**src/rtl/mvu_jobctrl_if.sv**
```systemverilog
`default_nettype none
// ============================================================================
// Module   : mvu_jobctrl_if
// Purpose  : Job configuration, bank-read and strobe bundle between a job
//            source / bank fabric and one mvu_jobctrl instance.
// Ports    : (interface signals)
//   start, countdown, wbaseaddr, ibaseaddr, wstride_0, istride_0,
//   wlength_0, ilength_0, rdd_grnt            -> into the job controller
//   rdw_addr, rdd_en, rdd_addr, acc_clr, acc_sh,
//   quant_clr, quant_start, busy, done        -> out of the job controller
// Modports : master (job source / fabric side), slave (mvu_jobctrl side)
// Revision : 1.0  initial release
// ============================================================================
interface mvu_jobctrl_if #(
  parameter int BWBANKA = 9,
  parameter int BDBANKA = 15,
  parameter int BCNTDWN = 29
);
  logic               start;
  logic [BCNTDWN-1:0] countdown;
  logic [31:0]        wbaseaddr;
  logic [31:0]        ibaseaddr;
  logic [31:0]        wstride_0;
  logic [31:0]        istride_0;
  logic [31:0]        wlength_0;
  logic [31:0]        ilength_0;
  logic               rdd_grnt;

  logic [BWBANKA-1:0] rdw_addr;
  logic               rdd_en;
  logic [BDBANKA-1:0] rdd_addr;
  logic               acc_clr;
  logic               acc_sh;
  logic               quant_clr;
  logic               quant_start;
  logic               busy;
  logic               done;

  modport master (
    output start, countdown, wbaseaddr, ibaseaddr, wstride_0, istride_0,
           wlength_0, ilength_0, rdd_grnt,
    input  rdw_addr, rdd_en, rdd_addr, acc_clr, acc_sh, quant_clr,
           quant_start, busy, done
  );

  modport slave (
    input  start, countdown, wbaseaddr, ibaseaddr, wstride_0, istride_0,
           wlength_0, ilength_0, rdd_grnt,
    output rdw_addr, rdd_en, rdd_addr, acc_clr, acc_sh, quant_clr,
           quant_start, busy, done
  );
endinterface
`default_nettype wire

```
**src/rtl/mvu_jobctrl.sv**
```systemverilog
`default_nettype none
// ============================================================================
// Module   : mvu_jobctrl
// Purpose  : Per-MVU job sequencer. Latches one job configuration, walks the
//            weight/data bank read addresses with a two-level stride/length
//            walker, honours the data-bank grant and emits accumulator and
//            quantizer strobes aligned to the bank read latency.
// Ports    : clk    - clock, rising edge
//            rst_n  - asynchronous active-low reset
//            bus    - mvu_jobctrl_if.slave (config in, addresses/strobes out)
// Revision : 1.0  initial release
// ============================================================================
module mvu_jobctrl #(
  parameter int BWBANKA = 9,
  parameter int BDBANKA = 15,
  parameter int BCNTDWN = 29,
  parameter int RDLAT   = 1,   // 1..4
  parameter int PIPE    = 3    // 1..15
) (
  input  wire logic    clk,
  input  wire logic    rst_n,
  mvu_jobctrl_if.slave bus
);

  typedef enum logic [1:0] {
    S_IDLE  = 2'd0,
    S_RUN   = 2'd1,
    S_DRAIN = 2'd2
  } state_t;

  // DRAIN lasts RDLAT cycles for the delay line to empty plus PIPE cycles of
  // datapath drain; done/quant_start are registered one cycle early so they
  // are high during the last DRAIN cycle and fall together with busy.
  localparam logic [4:0] c_DRAIN_LAST = 5'(RDLAT + PIPE - 1);

  state_t             r_state, w_state_nxt;
  logic               r_rdd_en, w_rdd_en_nxt;
  logic               r_qclr, w_qclr_nxt;
  logic               r_qstart, w_qstart_nxt;
  logic               r_done, w_done_nxt;
  logic [4:0]         r_dcnt, w_dcnt_nxt;
  logic               w_latch;
  logic               w_issue;
  logic               w_push_clr;
  logic               w_push_sh;

  // latched job configuration
  logic [BWBANKA-1:0] r_wbase, r_wstride;
  logic [BDBANKA-1:0] r_ibase, r_istride;
  logic [31:0]        r_wlen, r_ilen;

  // walker state
  logic [BWBANKA-1:0] r_waddr;
  logic [BDBANKA-1:0] r_iaddr;
  logic [31:0]        r_wcnt, r_icnt;
  logic [BCNTDWN-1:0] r_remain;
  logic               r_first;

  // strobe delay lines, bit 0 is the newest entry
  logic [RDLAT-1:0]   r_dl_clr, r_dl_sh;

  assign w_issue = r_rdd_en & bus.rdd_grnt;

  // --------------------------------------------------------------------------
  // FSM state / registered control outputs
  // --------------------------------------------------------------------------
  always_ff @(posedge clk or negedge rst_n) begin
    if (!rst_n) begin
      r_state  <= S_IDLE;
      r_rdd_en <= 1'b0;
      r_qclr   <= 1'b0;
      r_qstart <= 1'b0;
      r_done   <= 1'b0;
      r_dcnt   <= '0;
    end else begin
      r_state  <= w_state_nxt;
      r_rdd_en <= w_rdd_en_nxt;
      r_qclr   <= w_qclr_nxt;
      r_qstart <= w_qstart_nxt;
      r_done   <= w_done_nxt;
      r_dcnt   <= w_dcnt_nxt;
    end
  end

  always_comb begin
    w_state_nxt  = r_state;
    w_rdd_en_nxt = r_rdd_en;
    w_qclr_nxt   = 1'b0;
    w_qstart_nxt = 1'b0;
    w_done_nxt   = 1'b0;
    w_dcnt_nxt   = r_dcnt;
    w_latch      = 1'b0;
    w_push_clr   = 1'b0;
    w_push_sh    = 1'b0;

    case (r_state)
      S_IDLE: begin
        if (bus.start) begin
          w_latch = 1'b1;
          if (bus.countdown == '0) begin
            // empty job: complete immediately, never touch the banks
            w_done_nxt = 1'b1;
          end else begin
            w_state_nxt  = S_RUN;
            w_rdd_en_nxt = 1'b1;
            w_qclr_nxt   = 1'b1;
          end
        end
      end

      S_RUN: begin
        if (w_issue) begin
          w_push_clr = r_first;
          w_push_sh  = (r_wcnt == '0) && !r_first;
          if (r_remain == BCNTDWN'(1)) begin
            w_state_nxt  = S_DRAIN;
            w_rdd_en_nxt = 1'b0;
            w_dcnt_nxt   = '0;
          end
        end
      end

      S_DRAIN: begin
        if (r_dcnt == c_DRAIN_LAST) begin
          w_state_nxt = S_IDLE;
        end else begin
          w_dcnt_nxt = r_dcnt + 5'd1;
          if (r_dcnt + 5'd1 == c_DRAIN_LAST) begin
            w_done_nxt   = 1'b1;
            w_qstart_nxt = 1'b1;
          end
        end
      end

      default: begin
        w_state_nxt  = S_IDLE;
        w_rdd_en_nxt = 1'b0;
      end
    endcase
  end

  // --------------------------------------------------------------------------
  // Configuration latch, two-level address walker, strobe delay lines
  // --------------------------------------------------------------------------
  always_ff @(posedge clk or negedge rst_n) begin
    if (!rst_n) begin
      r_wbase   <= '0;
      r_wstride <= '0;
      r_ibase   <= '0;
      r_istride <= '0;
      r_wlen    <= '0;
      r_ilen    <= '0;
      r_waddr   <= '0;
      r_iaddr   <= '0;
      r_wcnt    <= '0;
      r_icnt    <= '0;
      r_remain  <= '0;
      r_first   <= 1'b0;
      r_dl_clr  <= '0;
      r_dl_sh   <= '0;
    end else begin
      // every cycle shifts; non-issue cycles push zeros
      r_dl_clr[0] <= w_push_clr;
      r_dl_sh[0]  <= w_push_sh;
      for (int i = 1; i < RDLAT; i++) begin
        r_dl_clr[i] <= r_dl_clr[i-1];
        r_dl_sh[i]  <= r_dl_sh[i-1];
      end

      if (w_latch) begin
        r_wbase   <= bus.wbaseaddr[BWBANKA-1:0];
        r_wstride <= bus.wstride_0[BWBANKA-1:0];
        r_ibase   <= bus.ibaseaddr[BDBANKA-1:0];
        r_istride <= bus.istride_0[BDBANKA-1:0];
        r_wlen    <= bus.wlength_0;
        r_ilen    <= bus.ilength_0;
        r_waddr   <= bus.wbaseaddr[BWBANKA-1:0];
        r_iaddr   <= bus.ibaseaddr[BDBANKA-1:0];
        r_wcnt    <= '0;
        r_icnt    <= '0;
        r_remain  <= bus.countdown;
        r_first   <= 1'b1;
      end else if (w_issue) begin
        r_remain <= r_remain - BCNTDWN'(1);
        r_first  <= 1'b0;
        if (r_wcnt == r_wlen) begin
          // inner wrap steps the outer walker in the same edge
          r_wcnt  <= '0;
          r_waddr <= r_wbase;
          if (r_icnt == r_ilen) begin
            r_icnt  <= '0;
            r_iaddr <= r_ibase;
          end else begin
            r_icnt  <= r_icnt + 32'd1;
            r_iaddr <= r_iaddr + r_istride;
          end
        end else begin
          r_wcnt  <= r_wcnt + 32'd1;
          r_waddr <= r_waddr + r_wstride;
        end
      end
    end
  end

  assign bus.rdw_addr    = r_waddr;
  assign bus.rdd_addr    = r_iaddr;
  assign bus.rdd_en      = r_rdd_en;
  assign bus.acc_clr     = r_dl_clr[RDLAT-1];
  assign bus.acc_sh      = r_dl_sh[RDLAT-1];
  assign bus.quant_clr   = r_qclr;
  assign bus.quant_start = r_qstart;
  assign bus.busy        = (r_state != S_IDLE);
  assign bus.done        = r_done;

endmodule
`default_nettype wire

```
**src/flat_wrapper.sv**
```systemverilog
// flat-port wrapper written by rule: the top's interface ports become plain ports
module mvu_jobctrl_flat 
#(
  parameter int BWBANKA = 9,
  parameter int BDBANKA = 15,
  parameter int BCNTDWN = 29,
  parameter int RDLAT   = 1,          
  parameter int PIPE    = 3            
)
  (clk, rst_n, bus_start, bus_countdown, bus_wbaseaddr, bus_ibaseaddr, bus_wstride_0, bus_istride_0, bus_wlength_0, bus_ilength_0, bus_rdd_grnt, bus_rdw_addr, bus_rdd_en, bus_rdd_addr, bus_acc_clr, bus_acc_sh, bus_quant_clr, bus_quant_start, bus_busy, bus_done);
  mvu_jobctrl_if #(.BWBANKA(BWBANKA), .BDBANKA(BDBANKA), .BCNTDWN(BCNTDWN)) bus_i ();
  input  wire logic clk;
  input  wire logic rst_n;
  input wire logic [$bits(bus_i.start)-1:0] bus_start;
  input wire logic [$bits(bus_i.countdown)-1:0] bus_countdown;
  input wire logic [$bits(bus_i.wbaseaddr)-1:0] bus_wbaseaddr;
  input wire logic [$bits(bus_i.ibaseaddr)-1:0] bus_ibaseaddr;
  input wire logic [$bits(bus_i.wstride_0)-1:0] bus_wstride_0;
  input wire logic [$bits(bus_i.istride_0)-1:0] bus_istride_0;
  input wire logic [$bits(bus_i.wlength_0)-1:0] bus_wlength_0;
  input wire logic [$bits(bus_i.ilength_0)-1:0] bus_ilength_0;
  input wire logic [$bits(bus_i.rdd_grnt)-1:0] bus_rdd_grnt;
  output wire logic [$bits(bus_i.rdw_addr)-1:0] bus_rdw_addr;
  output wire logic [$bits(bus_i.rdd_en)-1:0] bus_rdd_en;
  output wire logic [$bits(bus_i.rdd_addr)-1:0] bus_rdd_addr;
  output wire logic [$bits(bus_i.acc_clr)-1:0] bus_acc_clr;
  output wire logic [$bits(bus_i.acc_sh)-1:0] bus_acc_sh;
  output wire logic [$bits(bus_i.quant_clr)-1:0] bus_quant_clr;
  output wire logic [$bits(bus_i.quant_start)-1:0] bus_quant_start;
  output wire logic [$bits(bus_i.busy)-1:0] bus_busy;
  output wire logic [$bits(bus_i.done)-1:0] bus_done;
  assign bus_i.start = bus_start;
  assign bus_i.countdown = bus_countdown;
  assign bus_i.wbaseaddr = bus_wbaseaddr;
  assign bus_i.ibaseaddr = bus_ibaseaddr;
  assign bus_i.wstride_0 = bus_wstride_0;
  assign bus_i.istride_0 = bus_istride_0;
  assign bus_i.wlength_0 = bus_wlength_0;
  assign bus_i.ilength_0 = bus_ilength_0;
  assign bus_i.rdd_grnt = bus_rdd_grnt;
  assign bus_rdw_addr = bus_i.rdw_addr;
  assign bus_rdd_en = bus_i.rdd_en;
  assign bus_rdd_addr = bus_i.rdd_addr;
  assign bus_acc_clr = bus_i.acc_clr;
  assign bus_acc_sh = bus_i.acc_sh;
  assign bus_quant_clr = bus_i.quant_clr;
  assign bus_quant_start = bus_i.quant_start;
  assign bus_busy = bus_i.busy;
  assign bus_done = bus_i.done;
  mvu_jobctrl #(.BWBANKA(BWBANKA), .BDBANKA(BDBANKA), .BCNTDWN(BCNTDWN), .RDLAT(RDLAT), .PIPE(PIPE)) u_core (.clk(clk), .rst_n(rst_n), .bus(bus_i));
endmodule
```
**config.mk**
```make
export PLATFORM = sky130hd
export DESIGN_NAME = mvu_jobctrl_flat
export DESIGN_NICKNAME = d
export VERILOG_FILES = /design/src/rtl/mvu_jobctrl_if.sv /design/src/rtl/mvu_jobctrl.sv /design/src/flat_wrapper.sv
export SDC_FILE = /design/constraint.sdc
export NUM_CORES = 1
export LEC_CHECK = 0
export CAP_MARGIN = 0
export CORE_UTILIZATION = 52
export DETAILED_ROUTE_END_ITERATION = 10
export PLACE_DENSITY = 0.81
export SLEW_MARGIN = 40
export SYNTH_ARGS = -nofsm -noshare
export SYNTH_HDL_FRONTEND = slang
export SYNTH_SLANG_ARGS = --single-unit
```
**constraint.sdc**
```tcl
create_clock -name clk -period 2.94 [get_ports clk]
set_input_delay 0.735 -clock clk [delete_from_list [all_inputs] [get_ports clk]]
set_output_delay 0.735 -clock clk [all_outputs]
set_load 0.02 [all_outputs]
```
# Yosys cells after proc, flatten, opt, wreduce, memory -nomap -nowiden
# Index checks and enable logic that the tools add are counted.
# classes
add_sub_neg	6
n_eq_ne	13
n_mux	48
bitwise	2
n_reduce_logical	13
# op_table
cell	n
two-way mux 32 bit	7
adder 32 x 1 -> 32 bit, second input constant	2
== test 32 bit	2
two-way mux 15 bit	4
two-way mux 29 bit	2
logical NOT 32 bit	1
== test 29 x 1 -> 1 bit, second input constant	1
logical NOT 29 bit	1
subtractor 29 x 1 -> 29 bit, second input constant	1
two-way mux 9 bit	3
two-way mux 1 bit	20
adder 15 bit	1
two-way mux 5 bit	3
== test 5 x 2 -> 1 bit, second input constant	2
two-way mux 2 bit	5
one-hot mux 5 bit (2 select lines)	1
AND reduction 5 bit	2
adder 9 bit	1
nonzero test 2 bit	4
inequality test 2 x 1 -> 1 bit, second input constant	3
inequality test 2 bit, second input constant	3
one-hot mux 2 bit (3 select lines)	1
adder 5 x 1 -> 5 bit, second input constant	1
AND reduction 4 bit	1
10 further kinds	10
# totals
regBits	243
in_bits	225
output_inout_bits	31
word_cells	102

# Depth between registers and ports, before layout
# logic_depth
ltp_word	5
depth_mapped	10
ltp_nobuf	10

# Least setup slack after synthesis
# No wires, ideal clock.
# synth_path
path_kind	register to register
from	register u_core.r_iaddr[0], in the netlist u_core.bus.rdd_addr[0]
to	register u_core.r_iaddr[14], in the netlist u_core.bus.rdd_addr[14]
setup_time_ns	0.137
arrival_time_ns	2.415
required_time_ns	2.803
slack_ns	0.388
path_stages_with_launch	11
path_buffers	0
synth_period_minus_slack_ns	2.552
path_cell_list	dfrtp_1 > ha_1 > inv_1 > fa_1 > nor2b_1 > o31ai_1 > a211o_1 > a31oi_1 > mux2i_1 > a2111oi_0 > nor3b_1
# synth_between
elab_chain_len	5
# synth_lines
item	line_no	text
start: declaration	mvu_jobctrl.sv:54	logic [BDBANKA-1:0] r_iaddr;
start signal: assignment	mvu_jobctrl.sv:178	r_iaddr <= bus.ibaseaddr[BDBANKA-1:0];
start signal: assignment	mvu_jobctrl.sv:192	r_iaddr <= r_ibase;
start signal: assignment	mvu_jobctrl.sv:195	r_iaddr <= r_iaddr + r_istride;
adder 15 bit	mvu_jobctrl.sv:195	
two-way mux 15 bit	mvu_jobctrl.sv:190	if (r_icnt == r_ilen) begin
two-way mux 15 bit	mvu_jobctrl.sv:186	if (r_wcnt == r_wlen) begin
two-way mux 15 bit	mvu_jobctrl.sv:183	end else if (w_issue) begin
two-way mux 15 bit	mvu_jobctrl.sv:170	if (w_latch) begin
# Every way passes these cells. The select of a mux whose other input is x is not followed.
# A chain may end at the register's enable or synchronous reset.

# Worst setup path after layout
# layout_path
from	register u_core.r_wcnt[26]
to	register u_core.r_icnt[26]
# layout_between
elab_chain_len	3
# layout_lines
item	line_no	text
start: declaration	mvu_jobctrl.sv:55	logic [31:0] r_wcnt, r_icnt;
start signal: assignment	mvu_jobctrl.sv:198	r_wcnt <= r_wcnt + 32'd1;
== test 32 bit	mvu_jobctrl.sv:186	
nonzero test 2 bit (no source line)	-	
AND reduction 2 bit (no source line)	-	
end signal: assignment	mvu_jobctrl.sv:194	r_icnt <= r_icnt + 32'd1;
end: declaration	mvu_jobctrl.sv:55	
# Every way passes these cells.

==> metrics.md <==
| Metric | Value |
|---|---|
| Total gr overflow | 0 |
| Int Pwr | roughly 9.1 mW |
| All-layer global routing usage | approximately 28% |
| Final Cell Area | about 16000 um^2 |
| End of the worst register-to-register path | u_core.r_icnt[26]$_DFFE_PN0P_ |
| Placer congestion estimate | roughly 0.92 |
| P per Cell Area | between 900 and 1000 nW/um^2 |
| CTS hold repair buffers | 0 |
| Syn Inst Count | roughly 1500 |
| Avg Inst Size Synth | 8.76 um^2 |
| Static leakage | between 7 and 8 nW |
| Overall power | between 10 and 15 mW |
| # DRC | 0 |
| Post-synth top area share | 47.6% |
| DIE WIDTH | about 160 um |
| Layout cell share with drive strength beyond 1 | just under 7% |
| Largest net degree at the start of global routing | approximately 120 |
| Port-buffer cells | between 150 and 200 |
| DR iter-0 viols | roughly 900 |
| Clock tree buffer depth | 3 |
| Final nets | around 1900 |
| First-pass GRT wire length | roughly 57 mm |
| Worst skew pair latency | 0.53 ns |
| Final WS setup | between 0.08 and 0.09 ns |
| Top cells by count, synth | nand2_1 (427), dfrtp_1 (243), xnor2_1 (101) |
| IO Pins | 256 |
| Rel. slew slack | 55.8% |
| CTS tree | yes |
| Initial Utilization | a little over half |
| Routed via count | about 11000 |
| H-tree depth | 1 |
| Drt pass-1 iters | 5 |
| Worst R2R Path Depth | 7 |
| Hold Fails Final Rpt | 0 |
| Clk_skew | 0.0151 ns |
| Vias per cell | roughly 5.6 |
| Count leader, synth | nand2_1 |
| Vias in the first global route | 11200 |
| Most used DFF post-synth | dfrtp_1 |
| Post-synth EDFFs | 0 |
| F_max | between 0.3 and 0.4 GHz |
| Post-Route WL | 34.2 mm |
| Post-DP Area | 15200 um^2 |
| Wirelength per Cell | 17.3 um |
| Clock network power share | approximately 22% |
| Worst slack at placement | -0.00380 ns |
| Net Switching | approximately 5.4 mW |
| Synthesized Nets | ~1700 |
| Setup Crit Path Kind | reg -> reg |
| Clk pin slew, worst setup/hold paths | ~0.06 ns |
| VDD IR max | ~0.00066 V |
| Share of the yosys chip area belonging to registers | between 40% and 50% |
| Synth cell types | 67 |
| Setup violators final | 0 |
| RSZ-0062 raised after global routing | no |
| Synth area leaders | dfrtp_1 (48%), nand2_1 (13%), xnor2_1 (6.9%), o21ai_0 (3.1%), xor2_1 (2.9%) |
| Initial antenna violation count | 1 |
| Die ar. | about 25000 um^2 |
| Root Driver | clkbuf_16 |
| Combinational power share | between 30 and 40% |
| Outcome | complete, no violations |
| Hold WC Path Type | in -> async |
| Core ar. | around 24000 um^2 |
| Yosys warning count | 0 |
| Reg-to-reg slack, setup | slightly below 0.09 ns |
| Final period util | 97.0% |
| Seq pwr share | about two fifths |
| Remaining antenna violation count after routing | 0 |
| Post-Syn Area | approximately 13000 um^2 |
| Chip Height | ~160 um |
| Area leader, netlist | dfrtp_1 |
| Critical Path Sink Type | flop |
| Critical Path AT | about 3.3 ns |
| Maxcap violations | 0 |
| Switching share of power | a little under two fifths |
| Minimum clock period after layout | 2.85 ns |
| Final hold slack | approximately 0.15 ns |
| Worst-Margin Slew | 0.661 ns |
| Synthesis-to-layout area growth | 25.3% |
| DP HPWL | 24.2 mm |
| CTS Buf Count | 26 |
| Crit path required time | 3.40 ns |
| Num rows | 56 |
| Slew Viols, Final | 0 |
| Setup bufs post-CTS | 0 |
| Post-synth ARST share | 100% |
| Crit-path max FO | 7 |
| CTS Sinks | about 240 |
| Ant. Diodes | 0 |
| Synthesis-stage register bit count | roughly 240 |
| Reg2Reg Launch Point | u_core.r_wcnt[26]$_DFFE_PN0P_ |
| CP Launch Type | flop |
| Setup TNS | 0 ns |
area by class of cell:
type                    instances  area (um^2)
flip-flops and latches        243         6080
clock inverters                 4         47.5
inverters                      22         82.6
repair buffers                229         2250
clock buffers                  40          774
well taps                     319          399
multi-input cells            1126         6370
fillers                      1840         7750
cells in the final DEF, fill, tap and decap left out, types with 5 or more instances in the layout:
cell / count
a21o_1: 12
dfrtp_1: 243
o21ai_0: 80
a21oi_1: 57
nand4_1: 33
nor3_1: 24
buf_12: 7
o31ai_1: 8
xnor2_1: 101
nor4_1: 28
nor3b_1: 6
xor2_1: 42
nor2_1: 93
clkbuf_16: 27
clkbuf_1: 8
mux2i_1: 9
nand3_1: 35
clkbuf_8: 5
a211oi_1: 6
clkdlybuf4s50_1: 174
nand3b_1: 7
or3_1: 17
inv_1: 22
buf_4: 47
and3_1: 17
and2_1: 7
nand2_1: 426
o21a_1: 6
ha_1: 29
critical path: stages (launching register included):
cell and delay (ns):
dfrtp_1 0.42, xnor2_1 0.28, nand4_1 0.19, nor4_4 0.59
a31o_1 0.37, nand4_1 0.33, or4_1 0.50, nand2_1 0.09
power by group through the flow:
| stage | Combinational [mW] | Sequential (mW) | Clock, mW |
|---|---|---|---|
| floorplan | 3.74 | 5.53 | 0 |
| global placement | 5.28 | 5.60 | 0 |
| detailed placement | 5.53 | 5.64 | 0 |
| CTS | 5.61 | 5.63 | 3.24 |
| global route | 6.31 | 5.78 | 3.37 |
| finish | 5.65 | 5.65 | 3.21 |
sequential cells by signal (all words and copies together), names as in the netlist, 2 cells and up:
register	flops
u_core.r_wstride	9
u_core.bus.rdd_addr	15
u_core.r_dcnt	5
u_core.r_wlen	32
u_core.bus.rdw_addr	9
u_core.r_wbase	9
u_core.r_state	2
u_core.r_ilen	32
u_core.r_icnt	32
u_core.r_wcnt	32
u_core.r_istride	15
u_core.r_remain	29
u_core.r_ibase	15
metrics by stage:
stage               util, %  instances
floorplan                 -       1458
global route           67.4       1983
CTS                    67.3       1983
detailed placement     63.9       1939
global placement       63.9       1939
finish                 67.4       1983
worst max path at each step:
stage / to / start / slack, ns
2_1_floorplan: u_core.bus.rdd_addr[14]$_DFFE_PN0P_ / u_core.bus.rdd_addr[0]$_DFFE_PN0P_ / 0.39
3_5_place_dp: u_core.r_remain[23]$_DFFE_PN0P_ / bus_rdd_grnt / -0.004
6_report: u_core.r_icnt[26]$_DFFE_PN0P_ / u_core.r_wcnt[26]$_DFFE_PN0P_ / 0.09
4_1_cts: u_core.r_icnt[26]$_DFFE_PN0P_ / u_core.r_wcnt[8]$_DFFE_PN0P_ / 0.14
5_1_grt: u_core.r_icnt[30]$_DFFE_PN0P_ / u_core.r_wcnt[27]$_DFFE_PN0P_ / 0.006
3_3_place_gp: u_core.r_icnt[28]$_DFFE_PN0P_ / bus_rdd_grnt / 0.06
metal layers:
metal	track usage (%)	share of wire (%)	up-vias
met3	3.19	6.2	49
met2	45.1	47	406
met5	0	0	-
met4	7.28	2.1	0
met1	38.9	45	5435
li1	-	-	5307
timing repair:
item	in CTS	in global routing
endpoints found under the setup margin	0	4
gates resized for setup	0	2
endpoints found under the hold margin	0	0
cell families after synthesis:
group | after synthesis | share of synthesized area, %
AO/OA/AOI/OAI | 210 | 9.86
XOR/XNOR | 143 | 9.80
adder cells (fa/ha/maj) | 31 | 3.15
buffers and inverters | 89 | 2.76
flip-flops | 243 | 47.6
multiplexers | 13 | 1.06
AND/OR/NAND/NOR | 729 | 25.8
Power figures use the tool's default switching activity.
